## src/rtl/final_project.sv

```systemverilog
// final_project: TMR 8-tap MAC demonstrator with copy-0 fault injection,
// sticky disagreement flags and a three-page LED display.
module final_project (
  input  logic       clk,
  input  logic       rst,
  input  logic       x,
  input  logic       Err_mult,
  input  logic       Err_mac,
  input  logic [1:0] c_select,
  input  logic       next,
  output logic [7:0] led
);
  localparam logic [1:0] IDLE = 2'd0;
  localparam logic [1:0] RUN  = 2'd1;
  localparam logic [1:0] DONE = 2'd2;

  logic [1:0]       state_q, state_d;
  logic [2:0]       idx_q, idx_d;
  logic [2:0][15:0] acc_q, acc_d;
  logic [15:0]      result_q, result_d;
  logic [1:0]       c_lat_q, c_lat_d;
  logic             mult_err_q, mult_err_d;
  logic             mac_err_q, mac_err_d;
  logic             done_q, done_d;
  logic [1:0]       page_q, page_d;
  logic             x_dly_q, next_dly_q;

  logic             x_edge, next_edge, busy;
  logic [7:0]       w, xv;
  logic [2:0][15:0] prod, nxt;
  logic [15:0]      p_v, acc_v;

  function automatic logic [7:0] w_rom(input logic [1:0] c, input logic [2:0] i);
    return c == 2'd0 ? 8'd1 :
           c == 2'd1 ? {5'd0, i} + 8'd1 :
           c == 2'd2 ? 8'd8 - {5'd0, i} :
           (i[0] ? 8'd0 : 8'd2);
  endfunction

  function automatic logic [15:0] vote(input logic [15:0] a, input logic [15:0] b, input logic [15:0] c);
    return (a & b) | (a & c) | (b & c);
  endfunction

  assign x_edge    = x & ~x_dly_q;
  assign next_edge = next & ~next_dly_q;
  assign busy      = state_q != IDLE;

  // Every copy reloads from the voted value, so a single-copy fault never persists
  always_comb begin
    w     = w_rom(c_lat_q, idx_q);
    xv    = {5'd0, idx_q} + 8'd1;
    for (int k = 0; k < 3; k++)
      prod[k] = ({8'd0, w} * {8'd0, xv}) ^ {15'd0, (k == 0) && Err_mult};
    p_v   = vote(prod[0], prod[1], prod[2]);
    acc_v = vote(acc_q[0], acc_q[1], acc_q[2]);
    for (int k = 0; k < 3; k++)
      nxt[k] = (acc_v + p_v) ^ {7'd0, (k == 0) && Err_mac, 8'd0};
  end

  always_comb begin
    state_d    = state_q;
    idx_d      = idx_q;
    acc_d      = acc_q;
    result_d   = result_q;
    c_lat_d    = c_lat_q;
    mult_err_d = mult_err_q;
    mac_err_d  = mac_err_q;
    done_d     = done_q;
    page_d     = next_edge ? (page_q == 2'd2 ? 2'd0 : page_q + 2'd1) : page_q;
    case (state_q)
      IDLE: if (x_edge) begin
        state_d    = RUN;
        c_lat_d    = c_select;
        idx_d      = 3'd0;
        acc_d      = '0;
        mult_err_d = 1'b0;
        mac_err_d  = 1'b0;
        done_d     = 1'b0;
      end
      RUN: begin
        acc_d      = nxt;
        mult_err_d = mult_err_q | (prod[0] != prod[1]) | (prod[1] != prod[2]);
        mac_err_d  = mac_err_q | (nxt[0] != nxt[1]) | (nxt[1] != nxt[2]);
        idx_d      = idx_q + 3'd1;
        state_d    = idx_q == 3'd7 ? DONE : RUN;
      end
      DONE: begin
        result_d = acc_v;
        done_d   = 1'b1;
        state_d  = IDLE;
      end
      default: state_d = IDLE;
    endcase
  end

  always_ff @(posedge clk or negedge rst)
    if (!rst) begin
      state_q    <= IDLE;
      idx_q      <= 3'd0;
      acc_q      <= '0;
      result_q   <= 16'd0;
      c_lat_q    <= 2'd0;
      mult_err_q <= 1'b0;
      mac_err_q  <= 1'b0;
      done_q     <= 1'b0;
      page_q     <= 2'd0;
      x_dly_q    <= 1'b0;
      next_dly_q <= 1'b0;
    end else begin
      state_q    <= state_d;
      idx_q      <= idx_d;
      acc_q      <= acc_d;
      result_q   <= result_d;
      c_lat_q    <= c_lat_d;
      mult_err_q <= mult_err_d;
      mac_err_q  <= mac_err_d;
      done_q     <= done_d;
      page_q     <= page_d;
      x_dly_q    <= x;
      next_dly_q <= next;
    end

  assign led = page_q == 2'd1 ? result_q[15:8] :
               page_q == 2'd2 ? {busy, done_q, mult_err_q, mac_err_q, c_lat_q, 2'b00} :
               result_q[7:0];
endmodule

```

## config.mk

```make
export PLATFORM = sky130hd
export DESIGN_NAME = final_project
export DESIGN_NICKNAME = d
export VERILOG_FILES = /design/src/rtl/final_project.sv
export SDC_FILE = /design/constraint.sdc
export NUM_CORES = 1
export LEC_CHECK = 0
export ABC_AREA = 1
export CAP_MARGIN = 20
export CORE_ASPECT_RATIO = 0.75
export CORE_MARGIN = 2
export CORE_UTILIZATION = 60
export DETAILED_ROUTE_END_ITERATION = 8
export GPL_TIMING_DRIVEN = 0
export PLACE_DENSITY = 0.8
export SETUP_SLACK_MARGIN = 0.15
export SLEW_MARGIN = 20
export SYNTH_ARGS = -nofsm -noshare
export SYNTH_HDL_FRONTEND = slang
export SYNTH_SLANG_ARGS = --single-unit
```

## constraint.sdc

```tcl
create_clock -name clk -period 6.1 [get_ports clk]
set_clock_uncertainty 0.1 [all_clocks]
set_input_delay 0.915 -clock clk [delete_from_list [all_inputs] [get_ports clk]]
set_output_delay 0.915 -clock clk [all_outputs]
set_load 0.005 [all_outputs]
```

==> metrics.yaml <==
yosys:
  ys_ff_latch: 46
  synthesis.area_sq_um: 3050
  async_flop_share_pct: 100
  seq_area_frac_synth_pct: 37.8
  ys.warnings.count: 0
  cell_count_after_synthesis: 390
  synth-edff-count: 0
  synth.lib_cells_used.distinct: 35
  avgSynthCellArea_sq_um: 7.81
  syn-num-nets: 427
  postSynth.topFlopCell: "sky130_fd_sc_hd__dfrtp_1"
die:
  total_die_area_sq_um: 5670
  core_sq_um: 4900
  die_y_um: 65.7
  io_pins: 16
  start_util_pct: 62.2
  die_w_um: 86.3
  fp-row-count: 22
sta:
  layout_worst_path_cycle_share_pct: 84.8
  max_clock_freq_mhz: 193
  finalHoldWorstSlack_ns: 0.397
  slew_viol_final: 0
  timing.setup.tns_ns: 0
  post-route-min-period_ns: 5.17
  maxSlewHeadroom_pct: 67.5
  setup_viol: 0
  finalHoldViolCount: 0
  rsz0062_at_grt: "false"
  max_slew.worst_pin.slew_ns: 0.482
  setup_slack_after_layout_ns: 0.930
placed_design:
  preCtsSetupSlack_ns: 1.02
  placedInstanceArea_sq_um: 3290
  portBuffers: 15
  finalWeightedCongestion: 0.827
  placedCellCount: 466
  post-dp-hpwl_um: 5130
final_layout:
  most_common_cell_after_layout_fill_and_taps_aside: "sky130_fd_sc_hd__nand2_1"
  layout.cells.most_common_list: "sky130_fd_sc_hd__nand2_1, sky130_fd_sc_hd__inv_1, sky130_fd_sc_hd__dfrtp_1"
  diodes: 0
  final_nets: 450
  drive_gt1_share_pct: 9.42
  post-route-cell-area_sq_um: 3370
  layout.cells.non_filler: 474
  syn2layout_area_growth_pct: 10.7
  layout.core_utilization_pct: 68.8
setup_path:
  data_required_time_of_the_worst_path_ns: 6.21
  path_delay_family: "adder cells"
  critical_path.cell_chain: "buf_2, inv_1, ha_1, inv_1, a21oi_1, a31oi_1, or2_2, fa_1, inv_1, fa_1, inv_1, fa_1, o21ai_0, xnor2_1, inv_1, ha_1, a21oi_1, nand2_1, nand2_1, nand3_2, nand2_1, o21ai_0, nand2_1, inv_1"
  cpMostUsedCell: "sky130_fd_sc_hd__inv_1"
  worst_ep_arrival_time_ns: 5.28
  crit_path_end_kind: "flip-flop"
  path_max_fanout: 9
  critPathLaunchType: "flip-flop"
  cp.buffers_inverters: 7
  timing.setup.critical_path_class: "flip-flop to flip-flop"
  worst_path_max_delay_cell: "sky130_fd_sc_hd__fa_1"
  slowest_delay_ns: 0.57
clock_tree:
  tritoncts_clock_tree: "yes"
  clk_root_buffer_cell: "sky130_fd_sc_hd__clkbuf_8"
  clkSinkCount: 46
  cts-root-to-sink-buffers: 2
  clock_tree.htree_level_count: 2
  numCtsBuffers: 5
  cts_setup_buffers: 0
  postCtsHoldBufs: 0
  clk_pin_slew_worst_paths_ns: 0.09
  postCtsResizedCells: 0
  clock_insertion_delay_worst_skew_ns: 0.30
route:
  detail_route.first_pass.iterations: 5
  drt.antenna.violating_nets: 0
  drt-initial-drc-count: 192
  drcViolationCount: 0
  detail_route.vias_per_cell: 5.45
  route.final.wire_length_um: 6640
  detail_route.wl_per_cell_um: 14.0
  via_count: 2582
pwr:
  leakagePower_nw: 1.77
  powerDensity_nw_per_um2: 500
  p_total_mw: 1.68
  vdd_ir_drop_max_mv: 0.261
global_route:
  grt_antenna_before_repair: 0
  grt_pass1_wl_um: 11300
  overall_overflow_remaining_after_global_route: 0
  vias_in_the_first_global_route: 2466
  largest_net_degree_at_the_start_of_global_routing: 28
  groute.usage.overall_pct: 25.6
hold_path:
  hold_path_class: "flip-flop to flip-flop"
run:
  drv.max_cap_violation_count: 0
run_status:
  run_status: "finished, final reports clean"
## flip-flops by register name, summed over array words and instances (netlist names)
register,count
mult_err_q,1
result_q,16
idx_q,3
x_dly_q,1
acc_q,16
done_q,1
c_lat_q,2
state_q,2
next_dly_q,1
page_q,2
mac_err_q,1
## worst min-delay path, stage by stage (launching register included)
cell,delay [ns]
sky130_fd_sc_hd__dfrtp_1,0.35
sky130_fd_sc_hd__nand2_1,0.05
sky130_fd_sc_hd__o21ai_0,0.06
## synthesized netlist by cell type, drive strengths merged, types with 2 or more instances
| master | n | share of area (%) |
|---|---|---|
| nand4 | 2 | 0.41 |
| o22ai | 6 | 1.2 |
| nand3 | 28 | 4.9 |
| xnor2 | 5 | 1.4 |
| mux2 | 4 | 1.5 |
| inv | 69 | 8.6 |
| or2 | 2 | 0.41 |
| dfrtp | 46 | 38 |
| fa | 5 | 3.3 |
| nor3 | 4 | 1.2 |
| buf | 5 | 1.0 |
| ha | 24 | 9.9 |
| o211ai | 5 | 1.2 |
| a21oi | 11 | 1.9 |
| o21ai | 29 | 4.8 |
| clkbuf | 2 | 0.25 |
| nand2 | 104 | 14 |
| nor2 | 34 | 5.5 |
## layout make-up
class	instances	area, sq um
Buffer	7	38.8
Clock buffer	6	72.6
Clock inverter	2	13.8
Fill cell	404	1530
Inverter	69	262
Multi-Input combinational cell	268	1590
Sequential cell	46	1150
Tap cell	60	75.1
Timing Repair Buffer	16	165
## report_power, final
part	internal, mW	switching, mW
combinational	0.403	0.629
sequential	0.397	0.0629
clock	0.0812	0.111
## kinds of logic (layout without fill, tap and decap cells)
group	after synthesis	in the layout	synth area share, %
simple gates	176	176	26.4
buf+inv	76	100	9.86
compound gates	53	53	9.61
fa+ha+maj	29	29	13.1
flops	46	46	37.8
mux	4	4	1.48
xor+xnor	6	6	1.73
## layer usage
layer | wire length, um | vias up | GRT usage, %
met2 | 2980 | 91 | 40.1
met1 | 3240 | 1198 | 37.3
li1 | - | 1286 | -
met3 | 370 | 7 | 4.15
met5 | 0 | - | 0
met4 | 55 | 0 | 6.64
## path summary, 6_finish.rpt
check / depth (start not counted) / to / slack, ns / from
min in group asynchronous: 1 / result_q[0]$_DFFE_PN0P_ / 0.45 / rst
max reg2reg: 24 / acc_q[15]$_DFFE_PN0P_ / 0.93 / idx_q[0]$_DFFE_PN0P_
min: 2 / result_q[4]$_DFFE_PN0P_ / 0.40 / result_q[4]$_DFFE_PN0P_
max: 24 / acc_q[15]$_DFFE_PN0P_ / 0.93 / idx_q[0]$_DFFE_PN0P_
max in group asynchronous: 2 / acc_q[14]$_DFFE_PN0P_ / 4.94 / rst
min reg2reg: 2 / result_q[4]$_DFFE_PN0P_ / 0.40 / result_q[4]$_DFFE_PN0P_
Power figures use the tool's default switching activity.
